### src/rtl/hazard_ctrl_pkg.sv
// Shared types and constants for the pipeline hazard controller.
// Holds the controller state encoding and MDU wait bounds.
package hazard_ctrl_pkg;

  localparam int CNT_W = 6;
  localparam logic [CNT_W-1:0] MDU_TIMEOUT = 6'd40;

  typedef enum logic [1:0] {
    RUN           = 2'd0,
    BR_LOAD_STALL = 2'd1,
    MDU_WAIT      = 2'd2
  } hz_state_t;

  function automatic logic rd_hit2(
    input logic [4:0] rd,
    input logic [4:0] a,
    input logic [4:0] b
  );
    return (rd != 5'd0) && ((rd == a) || (rd == b));
  endfunction

endpackage

### src/rtl/hazard_detect.sv
// Register-match comparators between the EX destination and ID sources.
// Purely combinational; sequencing lives in the top.
module hazard_detect
  import hazard_ctrl_pkg::*;
(
  input  logic [4:0] rs1,
  input  logic [4:0] rs2,
  input  logic [4:0] rs3,
  input  logic       rs3_used,
  input  logic       branch,
  input  logic       rd_we,
  input  logic       mem_to_reg,
  input  logic [4:0] rd,
  output logic       load_use,
  output logic       br_alu,
  output logic       br_load
);

  logic hit12;
  logic hit3;

  assign hit12 = rd_hit2(rd, rs1, rs2);
  assign hit3  = rs3_used && (rd != 5'd0) && (rd == rs3);

  assign load_use = mem_to_reg && (hit12 || hit3);
  // Branches resolve in ID, so even ALU results must be waited for
  assign br_alu   = branch && rd_we && !mem_to_reg && hit12;
  assign br_load  = branch && mem_to_reg && hit12;

endmodule

### src/rtl/pipeline_hazard_controller.sv
// Stall/flush controller: load-use, branch-in-ID hazards and MDU waits.
// FSM, timeout counter and output decode.
module pipeline_hazard_controller
  import hazard_ctrl_pkg::*;
(
  input  logic       clk,
  input  logic       rst,
  input  logic [4:0] rs1_address_id_i,
  input  logic [4:0] rs2_address_id_i,
  input  logic [4:0] rs3_address_id_i,
  input  logic       rs3_used_id_i,
  input  logic       branch_id_i,
  input  logic       branch_taken_id_i,
  input  logic       rd_we_ex_i,
  input  logic       mem_to_reg_ex_i,
  input  logic [4:0] rd_address_ex_i,
  input  logic       mdu_start_ex_i,
  input  logic       mdu_done_i,
  output logic       pc_en_o,
  output logic       if_id_en_o,
  output logic       id_ex_en_o,
  output logic       if_id_flush_o,
  output logic       id_ex_flush_o,
  output logic       mdu_busy_o,
  output logic       mdu_timeout_o
);

  hz_state_t        state_q;
  hz_state_t        state_d;
  logic [CNT_W-1:0] cnt_q;
  logic [CNT_W-1:0] cnt_d;
  logic [CNT_W-1:0] cnt_inc;
  logic             tmo_q;
  logic             tmo_d;

  logic load_use;
  logic br_alu;
  logic br_load;
  logic stall;

  hazard_detect u_detect (
    .rs1        (rs1_address_id_i),
    .rs2        (rs2_address_id_i),
    .rs3        (rs3_address_id_i),
    .rs3_used   (rs3_used_id_i),
    .branch     (branch_id_i),
    .rd_we      (rd_we_ex_i),
    .mem_to_reg (mem_to_reg_ex_i),
    .rd         (rd_address_ex_i),
    .load_use   (load_use),
    .br_alu     (br_alu),
    .br_load    (br_load)
  );

  assign stall   = load_use || br_alu || br_load;
  assign cnt_inc = cnt_q + 1'b1;

  always_ff @(posedge clk or posedge rst) begin
    if (rst) begin
      state_q <= RUN;
      cnt_q   <= '0;
      tmo_q   <= 1'b0;
    end else begin
      state_q <= state_d;
      cnt_q   <= cnt_d;
      tmo_q   <= tmo_d;
    end
  end

  always_comb begin
    state_d       = state_q;
    cnt_d         = cnt_q;
    tmo_d         = tmo_q;
    pc_en_o       = 1'b1;
    if_id_en_o    = 1'b1;
    id_ex_en_o    = 1'b1;
    if_id_flush_o = 1'b0;
    id_ex_flush_o = 1'b0;
    mdu_busy_o    = 1'b0;

    unique case (state_q)
      RUN: begin
        if (stall) begin
          pc_en_o       = 1'b0;
          if_id_en_o    = 1'b0;
          id_ex_flush_o = 1'b1;
        end else begin
          if_id_flush_o = branch_taken_id_i;
        end
        if (mdu_start_ex_i) begin
          state_d = MDU_WAIT;
          cnt_d   = '0;
        end else if (br_load) begin
          state_d = BR_LOAD_STALL;
        end
      end
      BR_LOAD_STALL: begin
        pc_en_o       = 1'b0;
        if_id_en_o    = 1'b0;
        id_ex_flush_o = 1'b1;
        state_d       = RUN;
      end
      MDU_WAIT: begin
        mdu_busy_o = 1'b1;
        if (mdu_done_i) begin
          state_d = RUN;
        end else begin
          pc_en_o    = 1'b0;
          if_id_en_o = 1'b0;
          id_ex_en_o = 1'b0;
          cnt_d      = cnt_inc;
          // Give up on a hung MDU rather than freezing the core
          if (cnt_inc == MDU_TIMEOUT) begin
            tmo_d   = 1'b1;
            state_d = RUN;
          end
        end
      end
      default: state_d = RUN;
    endcase

    if (rst) begin
      pc_en_o       = 1'b0;
      if_id_en_o    = 1'b0;
      id_ex_en_o    = 1'b0;
      if_id_flush_o = 1'b1;
      id_ex_flush_o = 1'b1;
      mdu_busy_o    = 1'b0;
    end
  end

  assign mdu_timeout_o = tmo_q;

endmodule
### config.mk
export PLATFORM = sky130hd
export DESIGN_NAME = pipeline_hazard_controller
export DESIGN_NICKNAME = d
export VERILOG_FILES = /design/src/rtl/hazard_ctrl_pkg.sv /design/src/rtl/hazard_detect.sv /design/src/rtl/pipeline_hazard_controller.sv
export SDC_FILE = /design/constraint.sdc
export NUM_CORES = 1
export LEC_CHECK = 0
export BUFFER_PORTS_ARGS = -buffer_cell sky130_fd_sc_hd__clkbuf_2
export CAP_MARGIN = 5
export CORE_MARGIN = 8
export CORE_UTILIZATION = 40
export CTS_BUF_LIST = sky130_fd_sc_hd__clkbuf_4
export DETAILED_ROUTE_END_ITERATION = 12
export GPL_ROUTABILITY_DRIVEN = 0
export PLACE_DENSITY = 0.72
export SYNTH_ARGS = -nofsm -noshare
export SYNTH_HDL_FRONTEND = slang
export SYNTH_SLANG_ARGS = --single-unit
### constraint.sdc
create_clock -name clk -period 2.1 [get_ports clk]
set_input_delay 0 -clock clk [delete_from_list [all_inputs] [get_ports clk]]
set_output_delay 0 -clock clk [all_outputs]
set_load 0.02 [all_outputs]
* Word level (Yosys, flattened, before mapping)
Cells that the tools add are included.
** Word-level totals
- Flip-flop bits (word level) :: 9
- Output and inout bits :: 7
- Logic and storage cells :: 57
** Operators by class
- Add/sub/neg operators :: 1
- Eq/ne operators :: 10
- Muxes and demuxes :: 22
- Bitwise gates (word level) :: 1
- Reductions and logical operators :: 20
** Operators by type and width (count)
- == test 5 bit :: 3
- 2-to-1 mux 1 bit :: 12
- 2-to-1 mux 6 bit :: 2
- one-hot mux 6 bit (2 select lines) :: 1
- logical AND 1 bit :: 9
- 2-to-1 mux 2 bit :: 4
- adder 6 x 1 -> 6 bit, second input constant :: 1
- == test 6 bit, second input constant :: 1
- inequality test 3 bit, second input constant :: 2
- AND reduction 3 bit :: 2
- nonzero test 5 bit :: 1
- logical OR 1 bit :: 4
- inequality test 2 bit, second input constant :: 2
- one-hot mux 2 bit (2 select lines) :: 1
- one-hot mux 1 bit (3 select lines) :: 1
- == test 2 x 1 -> 1 bit, second input constant :: 1
- == test 2 bit, second input constant :: 1
- zero test 2 bit :: 1
- one-hot mux 1 bit (2 select lines) :: 1
- AND reduction 2 bit :: 1
- nonzero test 2 bit :: 1
- zero test 1 bit :: 1
- inverter 1 bit :: 1

* Longest topological paths before layout
Gate-level depths: netlist of the first run.
- Depth in word-level cells :: 10
- Mapped depth :: 6
- Depth with buffers taken out :: 4

* Hierarchy
Synthesis of the first run repeated with hierarchy kept, for this count alone.
** Unflattened totals
- Cell total of the unflattened synthesis :: 86
- Area total of the unflattened synthesis :: 734.5 µm²
** By module, submodules not included
- pipeline_hazard_controller :: times used 1, cells each 56, area each 504.2 µm², seq. area each 225.2 µm²
- hazard_detect :: times used 1, cells each 30, area each 230.2 µm², seq. area each 0.0 µm²

* Worst setup path before layout of the first run
Ideal clock, no wire load.
- Path kind :: flip-flop to output port
- Start :: register state_q[1]
- End :: output port pc_en_o
- Arrival :: 1.716 ns
- Path slack :: 0.384 ns
- Stages on the path, launching flop included :: 6
- Path buffers :: 1
- Cells stage by stage :: dfrtp_1 > nor3b_4 > nor2_1 > o211ai_1 > o21ai_1 > buf_4
** Between the ends
- Cells in the longest elaborated chain, start to end :: 3
- Elaborated cells on any way between the ends :: 5
** Ends and longest elaborated chain
- start, declared :: line pipeline_hazard_controller.sv:28 : hz_state_t state_q;
- start signal, assigned :: line pipeline_hazard_controller.sv:64 : state_q <= state_d;
- == test 2 bit, or another cell as far along
- one-hot mux 1 bit (3 select lines) *
- 2-to-1 mux 1 bit *
- end, declared :: line pipeline_hazard_controller.sv:19 : output logic pc_en_o,
Mark *: on every way between the ends. The rest lies on a longest branch, timed or not.

* Worst setup path in the final report of the first run
- Start :: register state_q[0]
- End :: output port pc_en_o
** Between the ends
- Cells in the longest elaborated chain, start to end :: 3
- Elaborated cells on any way between the ends :: 5
** Ends and longest elaborated chain
- == test 2 bit, or another cell as far along :: line pipeline_hazard_controller.sv:81 : unique case (state_q)
- one-hot mux 1 bit (3 select lines) * :: line pipeline_hazard_controller.sv:81
- 2-to-1 mux 1 bit * :: line pipeline_hazard_controller.sv:122 : if (rst) begin
Marked as above.

==> results of run 1 <==
sequential cells by signal, summed over array words and instances, names as in the netlist:
name and flops:
cnt_q 6, mdu_timeout_o 1, state_q 2
worst reg2reg max path, delay by kind of cell (launching register included):
kind | cells | cell delay, ps
AO/OA/AOI/OAI | 3 | 560
flip-flops | 1 | 440
AND/OR/NAND/NOR | 1 | 230
through the flow:
| stage | cell area [um^2] | power, mW | cells | setup slack (ps) | hold slack (ps) |
|---|---|---|---|---|---|
| after floorplan | 790 | 0.347 | 92 | 384 | -172 |
| after global placement | 986 | 0.411 | 152 | 769 | 69.8 |
| after detailed placement | 986 | 0.419 | 152 | 704 | 65.8 |
| after CTS | 1050 | 0.575 | 159 | 411 | 2.46 |
| after global routing | 1050 | 0.616 | 159 | 311 | 10.5 |
| final | 1050 | 0.572 | 159 | 413 | 5.41 |
worst min-delay path by stage:
stage,cells after the start,start,end
6_report,3,mem_to_reg_ex_i,state_q[0]
5_1_grt,3,mem_to_reg_ex_i,state_q[0]
4_1_cts,2,mdu_done_i,cnt_q[3]
3_5_place_dp,2,rst,mdu_timeout_o
3_3_place_gp,2,rst,mdu_timeout_o
2_1_floorplan,1,rst,cnt_q[0]
power breakdown:
group	total [mW]	internal, mW	switching (mW)
Combinational	0.208	0.0929	0.116
Clock	0.152	0.0865	0.0658
Sequential	0.211	0.192	0.0196
routing by layer:
metal	part of all wire [%]	vias to the layer above
li1	-	411
met2	46	37
met3	6.8	3
met4	1.3	0
met1	46	369
met5	0	-
layout by cell type, fill, tap and decap left out, drive strengths merged, types with 4 or more instances in the layout:
master / count
clkbuf: 39
dfrtp: 9
inv: 4
nand3: 4
nor2: 11
nor3: 5
o21ai: 8
xnor2: 5
xor2: 11
final cells by class:
| type | instances | area share (%) |
|---|---|---|
| clock buffer | 4 | 2.87 |
| inverter | 4 | 1.44 |
| multi-input combinational | 77 | 51.3 |
| sequential | 9 | 21.5 |
| tap | 27 | 3.23 |
| timing repair buffer | 38 | 19.6 |
cells by family after synthesis:
group	Yosys count	share of synthesized area [%]
multiplexers	2	2.69
AO/OA/AOI/OAI	23	20.1
buffers and inverters	6	3.49
XOR/XNOR	16	17.7
adder cells (fa/ha/maj)	1	1.58
flip-flops	9	28.5
AND/OR/NAND/NOR	35	25.8
==> summary.md, run 1 <==
| Metric | Value |
|---|---|
| Multi-input gate area | `537 um^2` |
| Final min period | `1690 ps` |
| Post-Syn Area | `790 um^2` |
| Post-route clock period utilization | `80.4%` |
| Clock Tree Buf Depth | `2` |
| DRT Wirelength | `2.06 mm` |
| CP Launch Type | `register` |
| Die area | `3650 um^2` |
| Die W | `60.4 um` |
| Clk_lat worst skew | `270 ps` |
| Area delta synth->final | `32.5%` |
| Critical path buffers and inverters | `1` |
| Largest cells by area after synthesis | `dfrtp_1, xor2_1, xnor2_1` |
| Fillers | `171` |
| Antenna viol nets, final | `0` |
| Pwr dens | `547 nW/um^2` |
| Largest net degree at the start of global routing | `10` |
| Met2 GRT Util | `21.2%` |
| Global routing's busiest layer | `met2` |
| Number of synthesized flops with an enable pin | `0` |
| First-pass GRT wire length | `3.66 mm` |
| NumNets Final | `163` |
| Layout cell share with drive strength beyond 1 | `34.1%` |
| Synth Flop Type | `dfrtp_1` |
| Final Util | `55.0%` |
| Critical path arrival | `1690 ps` |
| RSZ-0062 raised after global routing | `no` |
| Share of the synthesized area in the top cell type | `28.5%` |
| Worst EP required | `2100 ps` |
| Synthesis-stage register bit count | `9` |
| Ant. Diodes | `0` |
| CP max stage delay | `460 ps` |
| Synth async-reset ratio | `100%` |
| Count of final setup violators | `0` |
| Reg2reg setup slack | `760 ps` |
| Peak supply drop | `0.276 mV` |
| YS warnings | `0` |
| Vias | `820` |
| Num CTS Buffers | `3` |
| Fin. Hold Viols | `0` |
| Fin. max-slew vios | `0` |
| Critical path class | `reg -> out` |
| Vias per inst | `5.16` |
| Total area of sequential cells | `225 um^2` |
| Initial Util | `41.5%` |
| # hold bufs at CTS | `3` |
| CTS tree | `yes` |
| WL/cell | `12.9 um` |
| Leak pwr | `0.506 nW` |
| Slew @ Worst Pin | `356 ps` |
| Top delay family on crit path | `simple AND/OR/NAND/NOR gates` |
| Gr ovfl total | `0` |
| Mapped Nets | `122` |
| Slew HR | `76.2%` |
| Synth cell types | `35` |
| Setup bufs post-CTS | `0` |
| DP HPWL | `1.74 mm` |
| Syn_area_per_cell | `8.58 um^2` |
| Fin Clk Skew | `0.250 ps` |
| Status | `finished, final reports clean` |
| Reg2Reg Depth | `4` |
| Worst Setup End Kind | `primary output` |
| # Max-Cap Violations | `0` |
| DRT iter0 DRCs | `10` |
| Met3 Use GR | `4.03%` |
| CP Depth | `5` |
| Clk sinks | `9` |
| Initial antenna violation count | `0` |
| First-pass DRT Iterations | `4` |
| Top-count cell post-synth | `xor2_1` |
| Final routed DRC violation total | `0` |
| H-tree Lvls | `1` |
| Core area | `1900 um^2` |
| Total GRT Usage | `12.7%` |
| Port buffer count | `35` |
| CTS-repair resized insts | `0` |
| Vias in the first global route | `906` |
| Setup TNS Final | `0 ps` |
| Vert. Die Dim | `60.4 um` |
| Cell taking the most area after synthesis | `dfrtp_1` |
| Critical path origin | `state_q[0]` |
| R2r endpoint | `cnt_q[4]` |
| Io pins | `36` |
| GRT met1 Usage | `14.5%` |
| Worst path cell trace | `nor3b_4 -> nor2_1 -> a22oi_1 -> o21ai_1 -> clkbuf_2` |
| Critical Path Fanout Max | `8` |
| Sequential area share after synthesis | `28.5%` |
| CP max stage cell | `dfrtp_1` |
| Type of the most critical hold path | `in -> reg` |
| Synth cell count leaders | `xor2_1, nor2_1, dfrtp_1` |
| Root Driver | `clkbuf_4` |
| Mapped Cells | `92` |
| Setup crit end | `pc_en_o` |
| Rows | `16` |
| Peak Freq | `593 MHz` |
| Worst r2r src | `state_q[1]` |
| CTS clk-pin slew, worst paths | `60 ps` |
Power figures use the tool's default switching activity.
==> run 2: changes to the inputs <==
ABC_AREA = 1   (was not set)
PLACE_DENSITY = 0.71   (was 0.72)
clock period = 1.6 ns   (was 2.1 ns; I/O delays follow)
==> run 2 against run 1 <==
  * Combinational power grew 38%
  * Synthesized area grew 3.8%
  * Global-route usage shrank 0.42 points
  * Synthesized cell count grew 46%
  * Power grew 36%
  * Critical endpoint is now state_q[0]
  * Flip-flop and latch count is the same
  * Worst hold slack gained 39 ps
==> summary.md, run 2 <==
| Metric | Value |
|---|---|
| First-pass DRT Iterations | `4 (unchanged)` |
| Mapped Cells | `134 (+46%)` |
| Mapped Nets | `164 (+34%)` |
| Sequential area share after synthesis | `27.5% (-1.0 points)` |
| Layout Cells excl Fill | `204 (+28%)` |
| Dpl cell area | `1030 um^2 (+4.3%)` |
| Critical path arrival | `1700 ps (about the same)` |
| Largest cells by area after synthesis | `dfrtp_1, nand2_1, nand3_1` |
| Synth Flop Type | `dfrtp_1` |
| CTS tree | `yes` |
| H-tree Lvls | `1 (unchanged)` |
| DRT Wirelength | `2.21 mm (+7.3%)` |
| Syn_area_per_cell | `6.12 um^2 (-29%)` |
| Critical path buffers and inverters | `1 (unchanged)` |
| Root Driver | `clkbuf_4` |
| Layout cell share with drive strength beyond 1 | `34.5% (+0.37 points)` |
| Vias | `972 (+19%)` |
| Fin Clk Skew | `7.12 ps (+6.87 ps)` |
| Count of final setup violators | `0 (unchanged)` |
| Final Instance Area | `1090 um^2 (+4.7%)` |
| Most common cell on crit path | `nand2_2` |
| Antenna viol nets, final | `0 (unchanged)` |
| Critical path class | `reg -> reg` |
| Ant. Diodes | `0 (unchanged)` |
| Fillers | `198 (+16%)` |
| Reg2reg setup slack | `100 ps (-660 ps)` |
| Multi-input gate area | `503 um^2 (-6.3%)` |
| Most frequent cells in the layout | `nand2_1, clkbuf_2, inv_1` |
| Io pins | `36 (unchanged)` |
| Placed cells | `196 (+29%)` |
| Post-route clock period utilization | `93.6%` |
| Worst path cell trace | `ha_1 -> nand2_2 -> inv_1 -> nand3_1 -> nand2_1 -> nor2_2 -> nand2_2 -> nand2_2 -> nand3b_2 -> a21oi_2` |
| Type of the most critical hold path | `in -> reg` |
| WL/cell | `10.8 um (-16%)` |
| Gr ovfl total | `0 (unchanged)` |
| Synth async-reset ratio | `100% (unchanged)` |
| Number of synthesized flops with an enable pin | `0 (unchanged)` |
| Total area of sequential cells | `226 um^2 (+0.56%)` |
| Worst Setup End Kind | `register` |
| Core area | `1940 um^2 (+2.1%)` |
| # Max-Cap Violations | `0 (unchanged)` |
| CP Launch Type | `register` |
| Place WS | `97.8 ps (-606 ps)` |
| Worst EP required | `1800 ps (-300 ps)` |
| Max FFs per register | `6 (unchanged)` |
| NumNets Final | `208 (+28%)` |
| Final Util | `56.4% (+1.4 points)` |
| CP max stage delay | `420 ps (-40 ps)` |
| Clk sinks | `9 (unchanged)` |
| Fin. Hold Viols | `0 (unchanged)` |
| Synth cell types | `25 (-29%)` |
| Slew HR | `84.7% (+8.5 points)` |
| Vert. Die Dim | `61.3 um (+1.4%)` |
| Cell taking the most area after synthesis | `dfrtp_1` |
| Peak Freq | `667 MHz` |
| Status | `finished, final reports clean` |
| Top-count cell post-synth | `nand2_1` |
| Initial antenna violation count | `0 (unchanged)` |
| Peak supply drop | `0.376 mV (+36%)` |
| Top delay family on crit path | `simple AND/OR/NAND/NOR gates` |
| Post-Syn Area | `820 um^2 (+3.8%)` |
| Final worst slack | `102 ps (-311 ps)` |
| Clock Tree Buf Depth | `2 (unchanged)` |
| DP HPWL | `1.88 mm (+8.2%)` |
| YS warnings | `0 (unchanged)` |
| Slew @ Worst Pin | `227 ps (-129 ps)` |
| Total GRT Usage | `12.3% (-0.42 points)` |
| First-pass GRT wire length | `3.59 mm (-1.9%)` |
| Final min period | `1500 ps` |
| Share of the synthesized area in the top cell type | `27.5% (-1.0 points)` |
| Commonest non-fill, non-tap cell in the layout | `nand2_1` |
| CP max stage cell | `dfrtp_1` |
| Num CTS Buffers | `3 (unchanged)` |
| Vias in the first global route | `960 (+6.0%)` |
| Die W | `61.3 um (+1.4%)` |
| Tot Pwr | `781 uW (+36%)` |
| Clk_lat worst skew | `270 ps (about the same)` |
| DRT iter0 DRCs | `16 (+6)` |
| Synth cell count leaders | `nand2_1, inv_1, nand3_1` |
| CTS clk-pin slew, worst paths | `70 ps (about the same)` |
| Area delta synth->final | `33.6%` |
| Die area | `3750 um^2 (+2.8%)` |
| Critical Path Fanout Max | `5 (-3)` |
| Port buffer count | `35 (unchanged)` |
| Initial Util | `42.2% (+0.69 points)` |
| Pwr dens | `713 nW/um^2 (+30%)` |
| Fin. max-slew vios | `0 (unchanged)` |
| Setup TNS Final | `0 ps (unchanged)` |
| Rows | `16 (unchanged)` |
| RSZ-0062 raised after global routing | `no` |
| Leak pwr | `0.654 nW (+29%)` |
| Synthesis-stage register bit count | `9 (unchanged)` |
| Largest Register | `cnt_q` |
| Largest net degree at the start of global routing | `8 (-2)` |
| Smallest hold slack | `44.8 ps (+39.4 ps)` |
| Vias per inst | `4.76 (-7.6%)` |
| Final routed DRC violation total | `0 (unchanged)` |
-- run 2: final timing paths --
check                      cells past startpoint       endpoint          start
hold / removal                                 4       cnt_q[5]     mdu_done_i
setup / recovery                              10     state_q[0]       cnt_q[0]
setup reg to reg                              10     state_q[0]       cnt_q[0]
min in group asynchronous                      3     state_q[1]            rst
max in group asynchronous                      4       cnt_q[1]            rst
hold reg to reg                                1  mdu_timeout_o  mdu_timeout_o
-- run 2: cells by family after synthesis --
family                     Yosys count  synth area share [%]
AOI/OAI and AO/OA                   14                  10.1
adders and majority gates            1                  1.53
buffers and inverters               24                  11.5
DFF                                  9                  27.5
xor gates and xnor gates             4                  4.28
and+or+nand+nor                     82                  45.2
-- run 2: final cells by class --
class	instances	area share [%]
multi-input cells	101	45.9
flip-flops and latches	9	20.7
repair buffers	40	19.7
inverters	23	7.89
well taps	27	3.09
clock buffers	4	2.74
-- run 2: per-layer routing --
metal | vias up | track usage [%] | wire length (um)
li1 | 507 | - | -
met5 | - | 0 | 0
met4 | 0 | 5.98 | 39
met1 | 433 | 13.7 | 967
met3 | 5 | 2.71 | 147
met2 | 27 | 21.5 | 1060
-- run 2: tightest hold or removal path: cells and delay by family --
kind | cells | cell delay (ps)
AO/OA/AOI/OAI | 1 | 60
AND/OR/NAND/NOR | 2 | 100
buffers and inverters | 1 | 100
-- run 2: power by group --
group	switching (mW)	internal (mW)
registers	0.0327	0.259
logic	0.165	0.122
clock network	0.0887	0.113
-- run 2: timing repair --
action / CTS / global route
gates resized for setup: 0 / 2
endpoints found under the hold margin: 9 / 0
setup buffers: 0 / 3
hold buffers: 1 / 0
endpoints found under the setup margin: 0 / 4
